### src/rtl/slot_reel_ctrl.sv
// Three-reel spin controller: LFSR-seeded stop segments, sequential reel stops, win scoring.
// Optional SLOT_HOLD_EN adds a 3-bit hold input that freezes selected reels for a game.
module slot_reel_ctrl #(
   parameter int unsigned NUM_SYMBOLS = 10,
   parameter int unsigned SPIN_BASE   = 8,
   parameter int unsigned TICK_DIV    = 4,
   parameter int unsigned JACKPOT_SYM = 7
) (
   input  logic       clk,
   input  logic       reset,
`ifdef SLOT_HOLD_EN
   input  logic [2:0] hold,
`endif
   input  logic       start,
   input  logic [3:0] lfsr_in,
   output logic       lfsr_enable,
   output logic [3:0] reel0,
   output logic [3:0] reel1,
   output logic [3:0] reel2,
   output logic       busy,
   output logic       done,
   output logic [1:0] win
);

   localparam logic [3:0] SYM_MAX   = 4'(NUM_SYMBOLS - 1);
   localparam logic [3:0] JACKPOT   = 4'(JACKPOT_SYM);
   localparam logic [7:0] TICK_LAST = 8'(TICK_DIV - 1);

   typedef enum logic [2:0] {IDLE, SPIN0, SPIN1, SPIN2, EVAL} state_t;

   state_t     state, state_nxt;
   logic [7:0] presc, presc_nxt;
   logic [5:0] seg, seg_nxt;
   logic [3:0] reel0_nxt, reel1_nxt, reel2_nxt;
   logic       busy_nxt, done_nxt;
   logic [1:0] win_nxt;
   logic [2:0] spin_mask;
   logic [2:0] hold_r;
   logic [5:0] seg_load;
   logic       tick;
   logic       eq01, eq12, eq02;

   function automatic logic [3:0] step_sym(input logic [3:0] s);
      return (s == SYM_MAX) ? 4'd0 : s + 4'd1;
   endfunction

   assign lfsr_enable = busy;
   assign seg_load    = 6'(SPIN_BASE) + {2'b00, lfsr_in};
   assign tick        = (presc == TICK_LAST);
   assign eq01        = (reel0 == reel1);
   assign eq12        = (reel1 == reel2);
   assign eq02        = (reel0 == reel2);

`ifdef SLOT_HOLD_EN
   always_ff @(posedge clk or negedge reset) begin
      if (!reset)                      hold_r <= '0;
      else if (state == IDLE && start) hold_r <= hold;
   end
`else
   assign hold_r = '0;
`endif

   always_comb begin
      state_nxt = state;
      presc_nxt = presc;
      seg_nxt   = seg;
      reel0_nxt = reel0;
      reel1_nxt = reel1;
      reel2_nxt = reel2;
      busy_nxt  = busy;
      done_nxt  = 1'b0;
      win_nxt   = win;
      spin_mask = '0;
      case (state)
         IDLE: begin
            if (start) begin
               state_nxt = SPIN0;
               busy_nxt  = 1'b1;
               win_nxt   = '0;
               presc_nxt = '0;
               seg_nxt   = seg_load;
            end
         end
         SPIN0, SPIN1, SPIN2: begin
            presc_nxt = tick ? '0 : presc + 8'd1;
            case (state)
               SPIN0:   spin_mask = 3'b111;
               SPIN1:   spin_mask = 3'b110;
               default: spin_mask = 3'b100;
            endcase
            spin_mask = spin_mask & ~hold_r;
            if (tick) begin
               if (spin_mask[0]) reel0_nxt = step_sym(reel0);
               if (spin_mask[1]) reel1_nxt = step_sym(reel1);
               if (spin_mask[2]) reel2_nxt = step_sym(reel2);
               seg_nxt = seg - 6'd1;
               // last step of a segment still advances, then the next reel's length is sampled
               if (seg == 6'd1) begin
                  seg_nxt = seg_load;
                  case (state)
                     SPIN0:   state_nxt = SPIN1;
                     SPIN1:   state_nxt = SPIN2;
                     default: state_nxt = EVAL;
                  endcase
               end
            end
         end
         EVAL: begin
            if (eq01 && eq12 && reel0 == JACKPOT) win_nxt = 2'b11;
            else if (eq01 && eq12)                win_nxt = 2'b10;
            else if (eq01 || eq12 || eq02)        win_nxt = 2'b01;
            else                                  win_nxt = 2'b00;
            done_nxt  = 1'b1;
            busy_nxt  = 1'b0;
            state_nxt = IDLE;
         end
         default: state_nxt = IDLE;
      endcase
   end

   always_ff @(posedge clk or negedge reset) begin
      if (!reset) begin
         state <= IDLE;
         presc <= '0;
         seg   <= '0;
         reel0 <= '0;
         reel1 <= '0;
         reel2 <= '0;
         busy  <= 1'b0;
         done  <= 1'b0;
         win   <= '0;
      end else begin
         state <= state_nxt;
         presc <= presc_nxt;
         seg   <= seg_nxt;
         reel0 <= reel0_nxt;
         reel1 <= reel1_nxt;
         reel2 <= reel2_nxt;
         busy  <= busy_nxt;
         done  <= done_nxt;
         win   <= win_nxt;
      end
   end

endmodule

### config.mk
export PLATFORM = sky130hd
export DESIGN_NAME = slot_reel_ctrl
export DESIGN_NICKNAME = d
export VERILOG_FILES = /design/src/rtl/slot_reel_ctrl.sv
export SDC_FILE = /design/constraint.sdc
export NUM_CORES = 1
export LEC_CHECK = 0
export CORE_MARGIN = 4
export CORE_UTILIZATION = 56
export DETAILED_ROUTE_END_ITERATION = 12
export GPL_TIMING_DRIVEN = 0
export MAX_ROUTING_LAYER = met4
export PLACE_DENSITY = 0.84
export SYNTH_ARGS = -nofsm -noshare
export SYNTH_HDL_FRONTEND = slang
export SYNTH_SLANG_ARGS = --single-unit
### constraint.sdc
create_clock -name clk -period 2.8 [get_ports clk]
set_input_delay 0.7 -clock clk [delete_from_list [all_inputs] [get_ports clk]]
set_output_delay 0.7 -clock clk [all_outputs]
set_load 0.1 [all_outputs]
==> run_results.csv <==
group,metric,value,unit
setup_path,crit_type,"flip-flop to output pin",
timing,slew_headroom,0.325,
global_routing,antenna_found_initial,0,
timing,fmax,0.367,GHz
pwr,seqPwrFrac,0.304,
timing,worstMarginPinSlew,1.01,ns
finish,stdcell_count,276,
finish,layout.nets,241,
setup_path,worstSetupStartpointType,"flip-flop",
setup_path,arrival,2.03,ns
timing,maxSlewViolCount,0,
finish,fill_cells,252,
setup_path,endpoint_kind,"output pin",
setup_path,slowest_stage,"clkdlybuf4s50_1",
logic_synthesis,yosysSeqAreaShare,0.433,
logic_synthesis,ys.flop_type,"dfrtp_1",
clock_network,post_cts_buffers,0,
floorplan,die_h,66.4,um
timing,final_hold_viol_count,0,
place,post-place-ws,0.176,ns
logic_synthesis,synth.distinct_cells,47,
floorplan,io_pins,24,
run,maxCapViolations,0,
drt,post_drt_wl_per_cell,15.8,um
pwr,p_leak,0.918,nW
timing,setup_tns,0,ns
logic_synthesis,synth-seq-cells,33,
drt,antenna_left,0,
finish,drive_gt1_frac,0.0905,
setup_path,cpLargestDelayFamily,"buffers and inverters",
timing,fin_crit,2.73,ns
pwr,p_switching,1.49,mW
logic_synthesis,synthArstFlopShare,1.00,
logic_synthesis,yosys-top-cells-area,"dfrtp_1, xnor2_1, nand4_1, o21ai_0, nand2_1",
finish,layout_common_cells,"dfrtp_1, clkdlybuf4s50_1, xnor2_1",
global_routing,grt_use_total,0.240,
clock_network,cts_root_buf,"clkbuf_4",
setup_path,cp_max_fo,5,
finish,final_common_cell,"dfrtp_1",
floorplan,dieWidth,66.4,um
logic_synthesis,syn-mean-instance-area,9.49,sq um
timing,post-route-period-util,0.974,
pwr,ir_drop,909,uV
timing,fin_skew,0.00355,ns
clock_network,clk_latency,0.34,ns
logic_synthesis,yosysTopAreaCell,"dfrtp_1",
drt,viasPerCell,5.98,
floorplan,rows,20,
pwr,power-per-cell-area,1230,nW/um^2
finish,area_growth,17.5,%
finish,seqCellArea,826,sq um
drt,vias,1650,
logic_synthesis,synthCells,201,
place,placed_cell_area,2190,sq um
setup_path,worstPathCellList,"clkdlybuf4s50_1",
global_routing,grt_max_degree,34,
drt,dr.first_iter.drc_count,141,
pwr,power_frac_comb,0.601,
logic_synthesis,syn_area,1910,sq um
logic_synthesis,yosysWarnings,0,
finish,antennaDiodeCount,0,
floorplan,core_area,3150,sq um
place,portBuffers,23,
status,status,"completed",
place,hpwl,3280,um
global_routing,grt-ovfl-total,0,
floorplan,dieArea,4400,sq um
clock_network,cts_max_path_buffers,2,
finish,final_cell_area,2240,sq um
place,dp_cells,268,
floorplan,start_util,0.605,
setup_path,worstPathRequired,2.10,ns
drt,drt-pass1-iter-count,4,
logic_synthesis,synth_top_area_frac,0.433,
logic_synthesis,synth_edf_count,0,
hold_path,hp-class,"input pin to asynchronous set/reset pin",
logic_synthesis,syn_nets,211,
global_routing,grt_pass1_vias,1638,
place,place.gp.congestion,0.833,
timing,setup_slack,0.0720,ns
pwr,finalPower,2.75,mW
setup_path,slowest_delay,1.21,ns
clock_network,cts_tree,"built",
global_routing,grt_pass1_wl,7620,um
pwr,p_int,1.27,mW
finish,multiInputGateArea,997,sq um
clock_network,cts_made_buffers,5,
pwr,p_clk_frac,0.095,
clock_network,cts.htree.levels,2,
setup_path,crit_buf_inv,1,
pwr,p_sw_frac,0.540,
drt,drcViolationCount,0,
timing,rsz0062_at_grt,"false",
clock_network,clkSlewWorstSetupHoldPaths,0.10,ns
clock_network,cts_sinks,33,
drt,wl,4350,um
timing,setup_violations,0,
==> cell type report <==
| type | count | area share |
|---|---|---|
| inverter | 10 | 0.0167 |
| buffer | 11 | 0.0212 |
| clock inverter | 2 | 0.00446 |
| sequential | 33 | 0.368 |
| clock buffer | 6 | 0.0184 |
| multi-input combinational | 147 | 0.445 |
| timing repair buffer | 23 | 0.102 |
| tap | 44 | 0.0246 |
==> worst paths after layout <==
path	from	to	slack [ns]	depth (start not counted)
min in group clk	win[1]	win[1]	0.50	2
max in group asynchronous	reset	reel0[2]	1.93	1
setup / recovery	reel2[0]	reel2[0]	0.07	1
hold / removal	reset	presc[7]	0.40	1
hold reg to reg	win[1]	win[1]	0.50	2
setup reg to reg	seg[1]	state[0]	0.69	6
==> layer usage <==
metal	global-route usage	wire length [um]
met1	0.284	1830
met2	0.378	2180
met3	0.0680	226
met4	0.112	114
met5	-	0
==> Yosys cell counts, types with 2 or more instances <==
library cell and count:
a31o_2 2, dfrtp_1 33, a21o_1 3, a22oi_1 2
or3_1 3, o21ai_0 12, clkbuf_1 8, xnor2_1 20
a21oi_1 7, nor2_1 15, ha_1 3, o211ai_1 2
nor2b_1 3, o31ai_1 3, nand2_1 16, buf_2 2
nand3_1 8, a22o_1 4, nand4_1 10, nor3_1 4
nor4b_1 3, mux2_2 3, inv_1 10, o21ai_1 2
==> state kept, by name, summed over array words and instances, names as in the netlist <==
register / cells
presc: 8
seg: 6
reel0: 4
reel1: 4
reel2: 4
state: 3
win: 2
busy: 1
done: 1
==> stage by stage <==
step,hold WS (ns),utilization
2_1_floorplan,0.404,-
3_3_place_gp,0.471,0.696
3_5_place_dp,0.482,0.694
4_1_cts,0.420,0.710
5_1_grt,0.443,0.711
6_report,0.403,0.711
==> power by group through the flow <==
stage | Sequential [mW] | Combinational [mW] | Clock [mW]
floorplan | 1.39 | 0.729 | 0
global placement | 0.828 | 1.59 | 0
detailed placement | 0.846 | 1.66 | 0
CTS | 0.837 | 1.66 | 0.270
global route | 0.868 | 1.77 | 0.299
finish | 0.837 | 1.65 | 0.262
==> logic make-up after synthesis <==
kind of cell,Yosys count,synth area share
xor+xnor,21,0.0964
buf+inv,21,0.0446
mux,4,0.0229
fa+ha+maj,3,0.0197
simple gates,72,0.217
flops,33,0.433
compound gates,47,0.167
==> what timing repair did <==
item,in CTS,in global routing
hold buffers,0,0
endpoints found under the hold margin,0,0
setup endpoints to repair,0,1
gates resized for setup,0,1
No activity file was read; power rests on OpenSTA's default activity.
